$ cat src/rtl/ram_sync_fill_if.sv
// Bus bundle for ram_sync_fill: write port, read port and fill-engine control/status.
// The master drives requests; the slave (the RAM) returns read data and status strobes.
interface ram_sync_fill_if #(
    parameter int DATA_W = 8,
    parameter int ADDR_W = 3
);
    logic              we;
    logic [ADDR_W-1:0] waddr;
    logic [DATA_W-1:0] wdata;
    logic              re;
    logic [ADDR_W-1:0] raddr;
    logic [DATA_W-1:0] rdata;
    logic              rvalid;
    logic              init_req;
    logic              busy;
    logic              drop;

    modport master (
        output we, waddr, wdata, re, raddr, init_req,
        input  rdata, rvalid, busy, drop
    );

    modport slave (
        input  we, waddr, wdata, re, raddr, init_req,
        output rdata, rvalid, busy, drop
    );
endinterface

$ cat src/rtl/ram_sync_fill.sv
// Synchronous single-clock RAM with registered read port and a sequential fill engine.
// Reset zeroes all words; the fill sweep writes FILL_VALUE to every address.
module ram_sync_fill #(
    parameter int                 DATA_W     = 8,
    parameter int                 ADDR_W     = 3,
    parameter logic [DATA_W-1:0]  FILL_VALUE = {DATA_W{1'b0}}
) (
    input  logic                  clk,
    input  logic                  clear,
    ram_sync_fill_if.slave        bus
);
    localparam int DEPTH = 2 ** ADDR_W;

    typedef enum logic {
        IDLE,
        FILL
    } state_t;

    state_t            state;
    logic [ADDR_W-1:0] ptr;
    logic [DATA_W-1:0] mem [DEPTH];
    logic [DATA_W-1:0] rdata;
    logic              rvalid;
    logic              drop;

    // Accesses are only serviced in IDLE; during FILL they are rejected and flagged via drop.
    always_ff @(posedge clk or posedge clear) begin
        if (clear) begin
            state  <= IDLE;
            ptr    <= '0;
            rdata  <= '0;
            rvalid <= 1'b0;
            drop   <= 1'b0;
            for (int i = 0; i < DEPTH; i++) begin
                mem[i] <= '0;
            end
        end else begin
            rvalid <= 1'b0;
            drop   <= 1'b0;
            case (state)
                IDLE: begin
                    if (bus.re) begin
                        rdata  <= mem[bus.raddr];
                        rvalid <= 1'b1;
                    end
                    if (bus.we) begin
                        mem[bus.waddr] <= bus.wdata;
                    end
                    if (bus.init_req) begin
                        state <= FILL;
                        ptr   <= '0;
                    end
                end
                FILL: begin
                    mem[ptr] <= FILL_VALUE;
                    ptr      <= ptr + 1'b1;
                    drop     <= bus.we | bus.re;
                    if (ptr == ADDR_W'(DEPTH - 1)) begin
                        state <= IDLE;
                    end
                end
                default: state <= IDLE;
            endcase
        end
    end

    assign bus.rdata  = rdata;
    assign bus.rvalid = rvalid;
    assign bus.drop   = drop;
    assign bus.busy   = (state == FILL);
endmodule

$ cat src/flat_wrapper.sv
// flat-port wrapper written by rule: the top's interface ports become plain ports
module ram_sync_fill_flat 
#(
    parameter int                 DATA_W     = 8,
    parameter int                 ADDR_W     = 3,
    parameter logic [DATA_W-1:0]  FILL_VALUE = {DATA_W{1'b0}}
)
  (clk, clear, bus_we, bus_waddr, bus_wdata, bus_re, bus_raddr, bus_init_req, bus_rdata, bus_rvalid, bus_busy, bus_drop);
  ram_sync_fill_if #(.DATA_W(DATA_W), .ADDR_W(ADDR_W)) bus_i ();
  input  logic clk;
  input  logic clear;
  input wire logic [$bits(bus_i.we)-1:0] bus_we;
  input wire logic [$bits(bus_i.waddr)-1:0] bus_waddr;
  input wire logic [$bits(bus_i.wdata)-1:0] bus_wdata;
  input wire logic [$bits(bus_i.re)-1:0] bus_re;
  input wire logic [$bits(bus_i.raddr)-1:0] bus_raddr;
  input wire logic [$bits(bus_i.init_req)-1:0] bus_init_req;
  output wire logic [$bits(bus_i.rdata)-1:0] bus_rdata;
  output wire logic [$bits(bus_i.rvalid)-1:0] bus_rvalid;
  output wire logic [$bits(bus_i.busy)-1:0] bus_busy;
  output wire logic [$bits(bus_i.drop)-1:0] bus_drop;
  assign bus_i.we = bus_we;
  assign bus_i.waddr = bus_waddr;
  assign bus_i.wdata = bus_wdata;
  assign bus_i.re = bus_re;
  assign bus_i.raddr = bus_raddr;
  assign bus_i.init_req = bus_init_req;
  assign bus_rdata = bus_i.rdata;
  assign bus_rvalid = bus_i.rvalid;
  assign bus_busy = bus_i.busy;
  assign bus_drop = bus_i.drop;
  ram_sync_fill #(.DATA_W(DATA_W), .ADDR_W(ADDR_W), .FILL_VALUE(FILL_VALUE)) u_core (.clk(clk), .clear(clear), .bus(bus_i));
endmodule
$ cat config.mk
export PLATFORM = sky130hd
export DESIGN_NAME = ram_sync_fill_flat
export DESIGN_NICKNAME = d
export VERILOG_FILES = /design/src/rtl/ram_sync_fill_if.sv /design/src/rtl/ram_sync_fill.sv /design/src/flat_wrapper.sv
export SDC_FILE = /design/constraint.sdc
export NUM_CORES = 1
export LEC_CHECK = 0
export CAP_MARGIN = 20
export CORE_MARGIN = 5
export CORE_UTILIZATION = 40
export CTS_CLUSTER_DIAMETER = 120
export CTS_CLUSTER_SIZE = 12
export DETAILED_ROUTE_END_ITERATION = 10
export HOLD_SLACK_MARGIN = 0.03
export PLACE_DENSITY = 0.68
export RECOVER_POWER = 50
export SLEW_MARGIN = 20
export SYNTH_ARGS = -nofsm -noshare
export SYNTH_HDL_FRONTEND = slang
export SYNTH_SLANG_ARGS = --single-unit
export TNS_END_PERCENT = 20
$ cat constraint.sdc
create_clock -name clk -period 7.4 [get_ports clk]
set_input_delay 1.48 -clock clk [delete_from_list [all_inputs] [get_ports clk]]
set_output_delay 1.48 -clock clk [all_outputs]
set_load 0.05 [all_outputs]
### Word level (Yosys, flattened, before mapping)

Index checks and enable logic that the tools add are counted.

| cells by class | value |
|---|---|
| add/sub/neg operators | 1 |
| $mul | 0 |
| div/mod/pow operators | 0 |
| order comparisons | 5 |
| eq/ne operators | 3 |
| shifts and indexed selects | 0 |
| muxes and demuxes | 18 |
| bitwise operators | 7 |
| reduce and logical (&&, ||, !) cells | 3 |

Operators with widths:

| cell | number |
|---|---|
| one-hot mux 64 bit (2 select lines) | 1 |
| AND 64 bit | 1 |
| bitwise mux 64 bit | 1 |
| two-way mux 64 bit | 1 |
| inverter 64 bit | 1 |
| demux 8 bit (select 3 bit) | 2 |
| two-way mux 8 bit | 4 |
| binary-select mux 8 bit (select 3 bit) | 1 |
| >= comparator 4 bit (second input constant) | 3 |
| inverter 3 -> 4 bit | 3 |
| less-than comparator 4 x 1 -> 1 bit (second input constant) | 2 |
| one-hot mux 3 bit (2 select lines) | 1 |
| two-way mux 1 bit | 5 |
| inequality test 2 bit (second input constant) | 2 |
| adder 3 x 1 -> 3 bit (second input constant) | 1 |
| == test 3 bit (second input constant) | 1 |
| two-way mux 3 bit | 1 |
| logical AND 1 bit | 2 |
| one-hot mux 1 bit (2 select lines) | 1 |
| AND reduction 2 bit | 1 |
| inverter 1 bit | 1 |
| OR 1 bit | 1 |

| storage, ports and cells | value |
|---|---|
| bits in registers | 78 |
| bits in latches | 0 |
| memory bits (writable) | 0 |
| memory bits (read-only) | 0 |
| input port bits | 19 |
| word-level logic and storage cells | 50 |
| memories kept | 0 |

### Logic depth before layout (Yosys ltp)

Gate-level depths: netlist of the first run.

| logic depth | value |
|---|---|
| word-level depth | 8 |
| mapped depth | 6 |
| gate-level depth less buffers | 4 |

### Worst setup path after synthesis of the first run

Ideal clock, no wire load.

| timing path | value |
|---|---|
| kind | input to register |
| start | in bus_raddr[0] |
| end | reg u_core.rdata[2] (netlist: u_core.bus.rdata[2]) |
| arrival time | 2.316 ns |
| required time | 7.274 ns |
| setup slack | 4.958 ns |
| cell stages on the path | 5 |
| buffers on the path | 2 |
| cell sequence | buf_4 > buf_4 > mux2_1 > o22ai_1 > o31ai_2 |

| on the way | value |
|---|---|
| word-level cells in the longest chain between the ends | 4 |

RTL lines:

| item | line | text |
|---|---|---|
| start, declared | flat_wrapper.sv:16 | `input wire logic [$bits(bus_i.raddr)-1:0] bus_raddr;` |
| inverter 3 -> 4 bit (implied by the code) | ram_sync_fill.sv:43 | `rdata <= mem[bus.raddr];` |
| binary-select mux 8 bit (select 3 bit) | ram_sync_fill.sv:43 |  |
| two-way mux 8 bit (implied by the code) (2 in a row) | ram_sync_fill.sv:43 |  |
| end signal, assigned | ram_sync_fill.sv:43 |  |
| end, declared | ram_sync_fill.sv:22 | `logic [DATA_W-1:0] rdata;` |

No other way between the ends. The select of a mux whose other input is x is not followed.
A chain may end at the register's enable or synchronous reset.

### Worst setup path after layout of the first run

| timing path | value |
|---|---|
| start | reg u_core.state (netlist: u_core.bus.busy) |
| end | out bus_busy |

RTL lines:

| item | line | text |
|---|---|---|
| start, declared | ram_sync_fill.sv:19 | `state_t state;` |
| start signal, assigned | ram_sync_fill.sv:29 | `state <= IDLE;` |
| start signal, assigned | ram_sync_fill.sv:50 | `state <= FILL;` |
| start signal, assigned | ram_sync_fill.sv:59 | `state <= IDLE;` |
| end, declared | flat_wrapper.sv:20 | `output wire logic [$bits(bus_i.busy)-1:0] bus_busy;` |

No word-level cell between the ends.

==> qor.csv, run 1 <==
stage,metric,value,unit
status,status,finished clean,
finish,antennaDiodeCount,0,
finish,drive_gt1_share,8.47,%
floorplan,start_util,40.4,%
synthesis,synth-main-ff-cell,dfrtp_1,
global_routing,grt_pass1_vias,2740,
synthesis,syn_inst,340,
critical_path,crit_cells,1,
routing,num_vias,2568,
synthesis,async_flop_share,100,%
pwr,swShare,37.6,%
place,dp.cells,483,
clock_tree,cts_max_level,3,
routing,drt_iter0_drc,182,
timing,finalMaxSlewViolations,0,
clock_tree,worstSkewPairLatency,0.35,ns
synthesis,yosysTopAreaCellShare,50.3,%
routing,drcViolationCount,0,
timing,layout_setup_ws,3.93,ns
routing,drt_wl_total,8.93,mm
finish,nets,382,
critical_path,slowest_stage,clkdlybuf4s50_1,
global_routing,antenna_found_initial,0,
synthesis,syn-num-nets,361,
place,pre_cts_ws,4.14,ns
global_routing,grt_pass1_wl,14.8,mm
run,maxCapViolCount,0,
synthesis,synth_edf_count,0,
synthesis,ys_seq_area_share,50.3,%
clock_tree,cts_setup_buffers,0,
clock_tree,numClockSinks,78,
timing,slew-limit-headroom,48.0,%
timing,fin_crit,3.47,ns
synthesis,avgSynthCellArea,11.4,um^2
synthesis,synth_cell_types,33,
pwr,p_sw,0.578,mW
place,port_buffers,29,
pwr,leakage,2.17,nW
timing,rsz0062_at_grt,false,
critical_path,crit_required,5.92,ns
critical_path,crit_path_max_incr_delay,0.92,ns
pwr,seq_power_share,45.4,%
synthesis,synth.largest_area_cell,dfrtp_1,
timing,hold_viol,0,
finish,finalNonFillerCells,499,
routing,first_pass_iters,4,
clock_tree,cts-buffers-inserted,9,
critical_path,critical_path_class,reg -> out,
critical_path,r2r.worst_path.cells,3,
global_routing,grt_usage,16.5,%
critical_path,crit_fanout,20,
clock_tree,cts-resized-gates,0,
clock_tree,hold_buffers,0,
clock_tree,cts_max_path_buffers,2,
hold_path,min_delay_path_depth,2,
floorplan,dieHeight,108,um
synthesis,ys_warn_count,0,
timing,fin_skew,0.0114,ns
place,gp_congestion,0.797,
pwr,p_per_area,347,mW/mm^2
global_routing,grt-ovfl-total,0,
floorplan,num_rows,36,
timing,worst_slew_pin_slew,0.781,ns
critical_path,start_kind,flip-flop,
floorplan,die-area,0.0118,mm^2
synthesis,synth.top_cells.by_area,"dfrtp_1 50%, mux2i_1 21%, nand2_1 7.4%",
pwr,peakVddDrop,0.164,mV
floorplan,core-area,0.00959,mm^2
place,dpl.hpwl,6.03,mm
critical_path,end_kind,primary output,
clock_tree,cts_tree,done,
hold_path,hold_class,reg -> reg,
critical_path,arrival,1.99,ns
synthesis,syn-cell-area,0.00388,mm^2
synthesis,synth-seq-cells,78,
pwr,p_int,0.957,mW
pwr,p_comb_share,33.7,%
timing,fin_crit_sh,47.0,%
timing,holdWs,0.493,ns
finish,flow.area_growth_from_synthesis,14.1,%
routing,via_per_inst,5.15,
critical_path,critPathTopFamily,buffers and inverters,
clock_tree,cts_root_buffer,clkbuf_8,
timing,tns,0,ns
timing,max_freq,288,MHz
routing,drt-wirelength-per-cell,17.9,um
pwr,pwr-share-clk,20.8,%
synthesis,yosysMostFrequentCell,mux2i_1,
clock_tree,path_clk_slew,0.08,ns
floorplan,die_x,108,um
timing,setup_viol,0,
critical_path,crit_chain,clkdlybuf4s50_1,
critical_path,worst-path-buf-inv,1,
routing,ant_nets,0,
floorplan,ios,30,
synthesis,synthTopCellsByCount,"80 x mux2i_1, 78 x dfrtp_1, 76 x nand2_1",
global_routing,grt_start_max_net_pins,79,
[area by class of cell]
| type | instances | area [um^2] |
|---|---|---|
| Clock buffer | 10 | 138 |
| Tap cell | 133 | 166 |
| Inverter | 10 | 37.5 |
| Clock inverter | 6 | 61.3 |
| Timing Repair Buffer | 33 | 324 |
| Multi-Input combinational cell | 229 | 1750 |
| Sequential cell | 78 | 1950 |
| Fill cell | 898 | 5170 |
[power groups by stage]
| stage | Sequential (mW) | Combinational (mW) | Clock [mW] |
|---|---|---|---|
| finish | 0.698 | 0.518 | 0.320 |
| global route | 0.723 | 0.576 | 0.346 |
| CTS | 0.698 | 0.523 | 0.330 |
| detailed placement | 0.707 | 0.519 | 0 |
| global placement | 0.699 | 0.504 | 0 |
| floorplan | 0.735 | 0.339 | 0 |
[sequential cells by signal, summed over array words and instances (netlist names)]
signal             flops
u_core.bus.rdata       8
u_core.bus.drop        1
u_core.mem            64
u_core.ptr             3
u_core.bus.busy        1
u_core.bus.rvalid      1
[per-layer routing]
layer  GRT usage [%]  share of wire (%)  routed length (um)
met1            23.7                 47                4240
met2            24.9                 46                4070
met4            3.88               0.83                  74
met5               0                  0                   0
met3            4.18                6.1                 542
[placed cells by master (no fill, tap or decap), drive strengths merged]
| cell | Yosys | layout |
|---|---|---|
| mux2i | 80 | 80 |
| nor2b | 1 | 1 |
| and3 | 1 | 1 |
| clkinvlp | 0 | 1 |
| dfrtp | 78 | 78 |
| o31ai | 8 | 8 |
| nand4bb | 3 | 3 |
| nor2 | 4 | 4 |
| o21a | 1 | 1 |
| a21oi | 1 | 1 |
| nand2 | 77 | 77 |
| buf | 23 | 4 |
| nand4b | 3 | 3 |
| clkbuf | 0 | 10 |
| clkdlybuf4s50 | 0 | 26 |
| mux2 | 17 | 17 |
| nand2b | 5 | 5 |
| bufinv | 0 | 1 |
| o21ai | 2 | 2 |
| ha | 2 | 2 |
| nand3b | 3 | 3 |
| clkinv | 0 | 5 |
| nand4 | 1 | 1 |
| nor3b | 3 | 3 |
| dlygate4sd3 | 0 | 3 |
| o22ai | 8 | 8 |
| a22o | 8 | 8 |
| or4b | 1 | 1 |
| inv | 10 | 9 |
[metrics by stage]
step	util, %	total power, mW	instance area, um^2
2_1_floorplan	-	1.07	3880
3_3_place_gp	44.0	1.20	4220
3_5_place_dp	44.0	1.23	4220
4_1_cts	46.1	1.55	4420
5_1_grt	46.1	1.64	4430
6_report	46.1	1.54	4430
[final timing paths]
path                                                  from                         endpoint  slack, ns
setup / recovery                 u_core.bus.busy$_DFF_PP0_                         bus_busy       3.93
hold / removal             u_core.bus.rdata[5]$_DFFE_PP0P_  u_core.bus.rdata[5]$_DFFE_PP0P_       0.49
setup reg to reg                 u_core.bus.busy$_DFF_PP0_       u_core.mem[55]$_DFFE_PP0P_       5.52
hold reg to reg            u_core.bus.rdata[5]$_DFFE_PP0P_  u_core.bus.rdata[5]$_DFFE_PP0P_       0.49
max in group asynchronous                            clear       u_core.mem[31]$_DFFE_PP0P_       5.17
min in group asynchronous                            clear       u_core.mem[21]$_DFFE_PP0P_       1.76
[cell families (layout without fill, tap and decap cells)]
kind of cell | after synthesis | in the layout | synth area share (%)
flops | 78 | 78 | 50.3
simple gates | 102 | 102 | 13.0
compound gates | 28 | 28 | 5.87
fa+ha+maj | 2 | 2 | 0.645
buf+inv | 33 | 59 | 4.64
mux | 97 | 97 | 25.6
No activity file was read; power rests on OpenSTA's default activity.
==> run 2: changes to the inputs <==
--- a/config.mk
+++ b/config.mk
@@ -12,7 +12,7 @@
 export CTS_CLUSTER_SIZE = 12
 export DETAILED_ROUTE_END_ITERATION = 10
 export HOLD_SLACK_MARGIN = 0.03
-export PLACE_DENSITY = 0.68
+export PLACE_DENSITY = 0.7
 export RECOVER_POWER = 50
 export SLEW_MARGIN = 20
 export SYNTH_ARGS = -nofsm -noshare
==> constraint.sdc (replaced) <==
create_clock -name clk -period 2.9 [get_ports clk]
set_input_delay 0.58 -clock clk [delete_from_list [all_inputs] [get_ports clk]]
set_output_delay 0.58 -clock clk [all_outputs]
set_load 0.05 [all_outputs]
==> run 2 against run 1 <==
Against the previous run: routed wire length decreased by 3.6%; sequential power increased by 150%; critical path depth increased by 1; non-clock buffer count increased by 2; clock power increased to 2.9 times the previous value; first-iteration DRC count decreased by 28%; power increased to 2.6 times the previous value; utilization increased by 0.65 points; register-to-register slack got worse by 4.3 ns; worst hold slack improved by 0.0045 ns; clock-buffer cell count increased by 1; setup slack got worse by 3.3 ns; critical path type unchanged; largest cell class unchanged; highest routed layer unchanged.
==> qor.csv, run 2 (synthesis results as in run 1) <==
stage,metric,value,unit,change
status,status,finished clean,,
clock_tree,cts-buffers-inserted,9,,unchanged
finish,largest_reg_flops,64,,unchanged
finish,finalNonFillerCells,501,,+0.40%
clock_tree,cts-resized-gates,0,,unchanged
routing,drt_iter0_drc,131,,-28%
clock_tree,cts_root_buffer,clkbuf_8,,
place,dpl_cell_area,0.00427,mm^2,+1.1%
clock_tree,cts_max_path_buffers,2,,unchanged
critical_path,end_kind,primary output,,
timing,setup_viol,0,,unchanged
clock_tree,cts_max_level,3,,unchanged
hold_path,min_delay_path_depth,2,,unchanged
timing,max_freq,433,MHz,
critical_path,start_kind,flip-flop,,
finish,top_register,u_core.mem,,
pwr,pwr-share-clk,23.1,%,+2.3 points
timing,slew-limit-headroom,41.9,%,-6.0 points
finish,nets,384,,+0.52%
finish,fin_util,46.8,%,+0.65 points
global_routing,grt-ovfl-total,0,,unchanged
timing,holdWs,0.497,ns,+0.00449 ns
place,port_buffers,29,,unchanged
clock_tree,path_clk_slew,0.08,ns,about the same
critical_path,r2r_slack,1.22,ns,-4.30 ns
floorplan,die_x,108,um,unchanged
floorplan,core-area,0.00959,mm^2,unchanged
critical_path,reg2reg_from,u_core.bus.busy$_DFF_PP0_,,
timing,rsz0062_at_grt,false,,
pwr,p_comb_share,33.7,%,about the same
clock_tree,numClockSinks,78,,unchanged
hold_path,hold_class,reg -> reg,,
clock_tree,worstSkewPairLatency,0.35,ns,about the same
timing,tns,0,ns,unchanged
hold_path,hold_path_end,u_core.bus.rdata[5]$_DFFE_PP0P_,,
pwr,p_per_area,896,mW/mm^2,+160%
pwr,p_sw,1.46,mW,+150%
floorplan,dieHeight,108,um,unchanged
global_routing,grt_usage,15.6,%,-0.82 points
critical_path,critical_path_class,reg -> out,,
clock_tree,cts_setup_buffers,0,,unchanged
clock_tree,hold_buffers,0,,unchanged
finish,reg_top3,"u_core.mem (64), u_core.bus.rdata (8), u_core.ptr (3)",,
place,dpl.hpwl,5.93,mm,-1.8%
global_routing,busiest_layer,met2,,
finish,flow.area_growth_from_synthesis,15.7,%,
floorplan,die-area,0.0118,mm^2,unchanged
finish,final_common_cell,mux2i_1,,
critical_path,r2r-end,u_core.mem[12]$_DFFE_PP0P_,,
global_routing,grt_start_max_net_pins,58,,-27%
place,gp_congestion,0.788,,-1.1%
timing,fin_skew,0.00905,ns,-0.00239 ns
critical_path,crit_required,2.32,ns,-3.60 ns
pwr,power.total,4.02,mW,+160%
routing,num_vias,2590,,+0.86%
floorplan,start_util,40.4,%,unchanged
finish,nFillCells,872,,-2.9%
pwr,peakVddDrop,0.496,mV,+200%
finish,antennaDiodeCount,0,,unchanged
timing,fin_crit_sh,79.7,%,
routing,first_pass_iters,4,,unchanged
finish,drive_gt1_share,9.24,%,+0.77 points
routing,via_per_inst,5.17,,+0.45%
floorplan,num_rows,36,,unchanged
place,pre_cts_ws,0.620,ns,-3.52 ns
floorplan,ios,30,,unchanged
pwr,seq_power_share,43.2,%,-2.2 points
critical_path,r2r.worst_path.cells,4,,+1
timing,finalMaxSlewViolations,0,,unchanged
timing,fin_crit,2.31,ns,
clock_tree,cts_tree,done,,
routing,ant_nets,0,,unchanged
pwr,leakage,2.21,nW,+1.4%
pwr,p_int,2.57,mW,+170%
routing,drt_wl_total,8.61,mm,-3.6%
run,maxCapViolCount,0,,unchanged
timing,worst_slew_pin_slew,0.870,ns,+0.0893 ns
critical_path,arrival,1.73,ns,-0.26 ns
global_routing,grtUsageMet1,21.6,%,-2.1 points
finish,fin_area,0.00449,mm^2,+1.4%
pwr,swShare,36.2,%,-1.4 points
global_routing,grt_pass1_wl,14.1,mm,-4.3%
global_routing,antenna_found_initial,0,,unchanged
place,dp.cells,485,,+0.41%
routing,drt-wirelength-per-cell,17.2,um,-4.0%
routing,drcViolationCount,0,,unchanged
timing,hold_viol,0,,unchanged
global_routing,grt_pass1_vias,2674,,-2.4%
global_routing,grtUsageMet2,24.2,%,-0.66 points
critical_path,crit_fanout,20,,unchanged
finish,mostFrequentLayoutCells,"80 x mux2i_1, 78 x dfrtp_1, 76 x nand2_1",,
hold_path,min_from,u_core.bus.rdata[5]$_DFFE_PP0P_,,
timing,layout_setup_ws,0.589,ns,-3.34 ns
global_routing,use_met3,4.12,%,-0.060 points
-- run 2: worst max-delay path: stages, from the launching register on --
cell and delay [ns]:
dfrtp_1 0.32, buf_4 0.22, clkdlybuf4s50_1 0.84
-- run 2: power by group through the flow --
stage	clock (mW)	combinational, mW	sequential [mW]
floorplan	0	0.865	1.88
global placement	0	1.34	1.74
detailed placement	0	1.37	1.76
CTS	0.949	1.38	1.74
global route	1.00	1.50	1.79
finish	0.930	1.36	1.74
-- run 2: per-layer routing --
layer	up-vias	share of wire, %
li1	1229	-
met1	1300	48
met2	51	47
met3	10	3.8
met4	0	1.5
met5	-	0
-- run 2: worst max path at each step --
stage | cells past startpoint | start | endpoint
floorplan | 1 | clear | u_core.bus.busy$_DFF_PP0_
global placement | 4 | bus_we | u_core.mem[9]$_DFFE_PP0P_
detailed placement | 4 | bus_we | u_core.mem[10]$_DFFE_PP0P_
CTS | 2 | u_core.bus.busy$_DFF_PP0_ | bus_busy
global route | 3 | clear | u_core.mem[44]$_DFFE_PP0P_
finish | 2 | u_core.bus.busy$_DFF_PP0_ | bus_busy
-- run 2: final cells by class --
cell class / count / area, um^2 / area share (%)
Sequential cell: 78 / 1950 / 43.5
Multi-Input combinational cell: 229 / 1750 / 39.0
Timing Repair Buffer: 35 / 348 / 7.75
Tap cell: 133 / 166 / 3.71
Clock buffer: 11 / 151 / 3.37
Clock inverter: 5 / 81.3 / 1.81
Inverter: 10 / 37.5 / 0.836
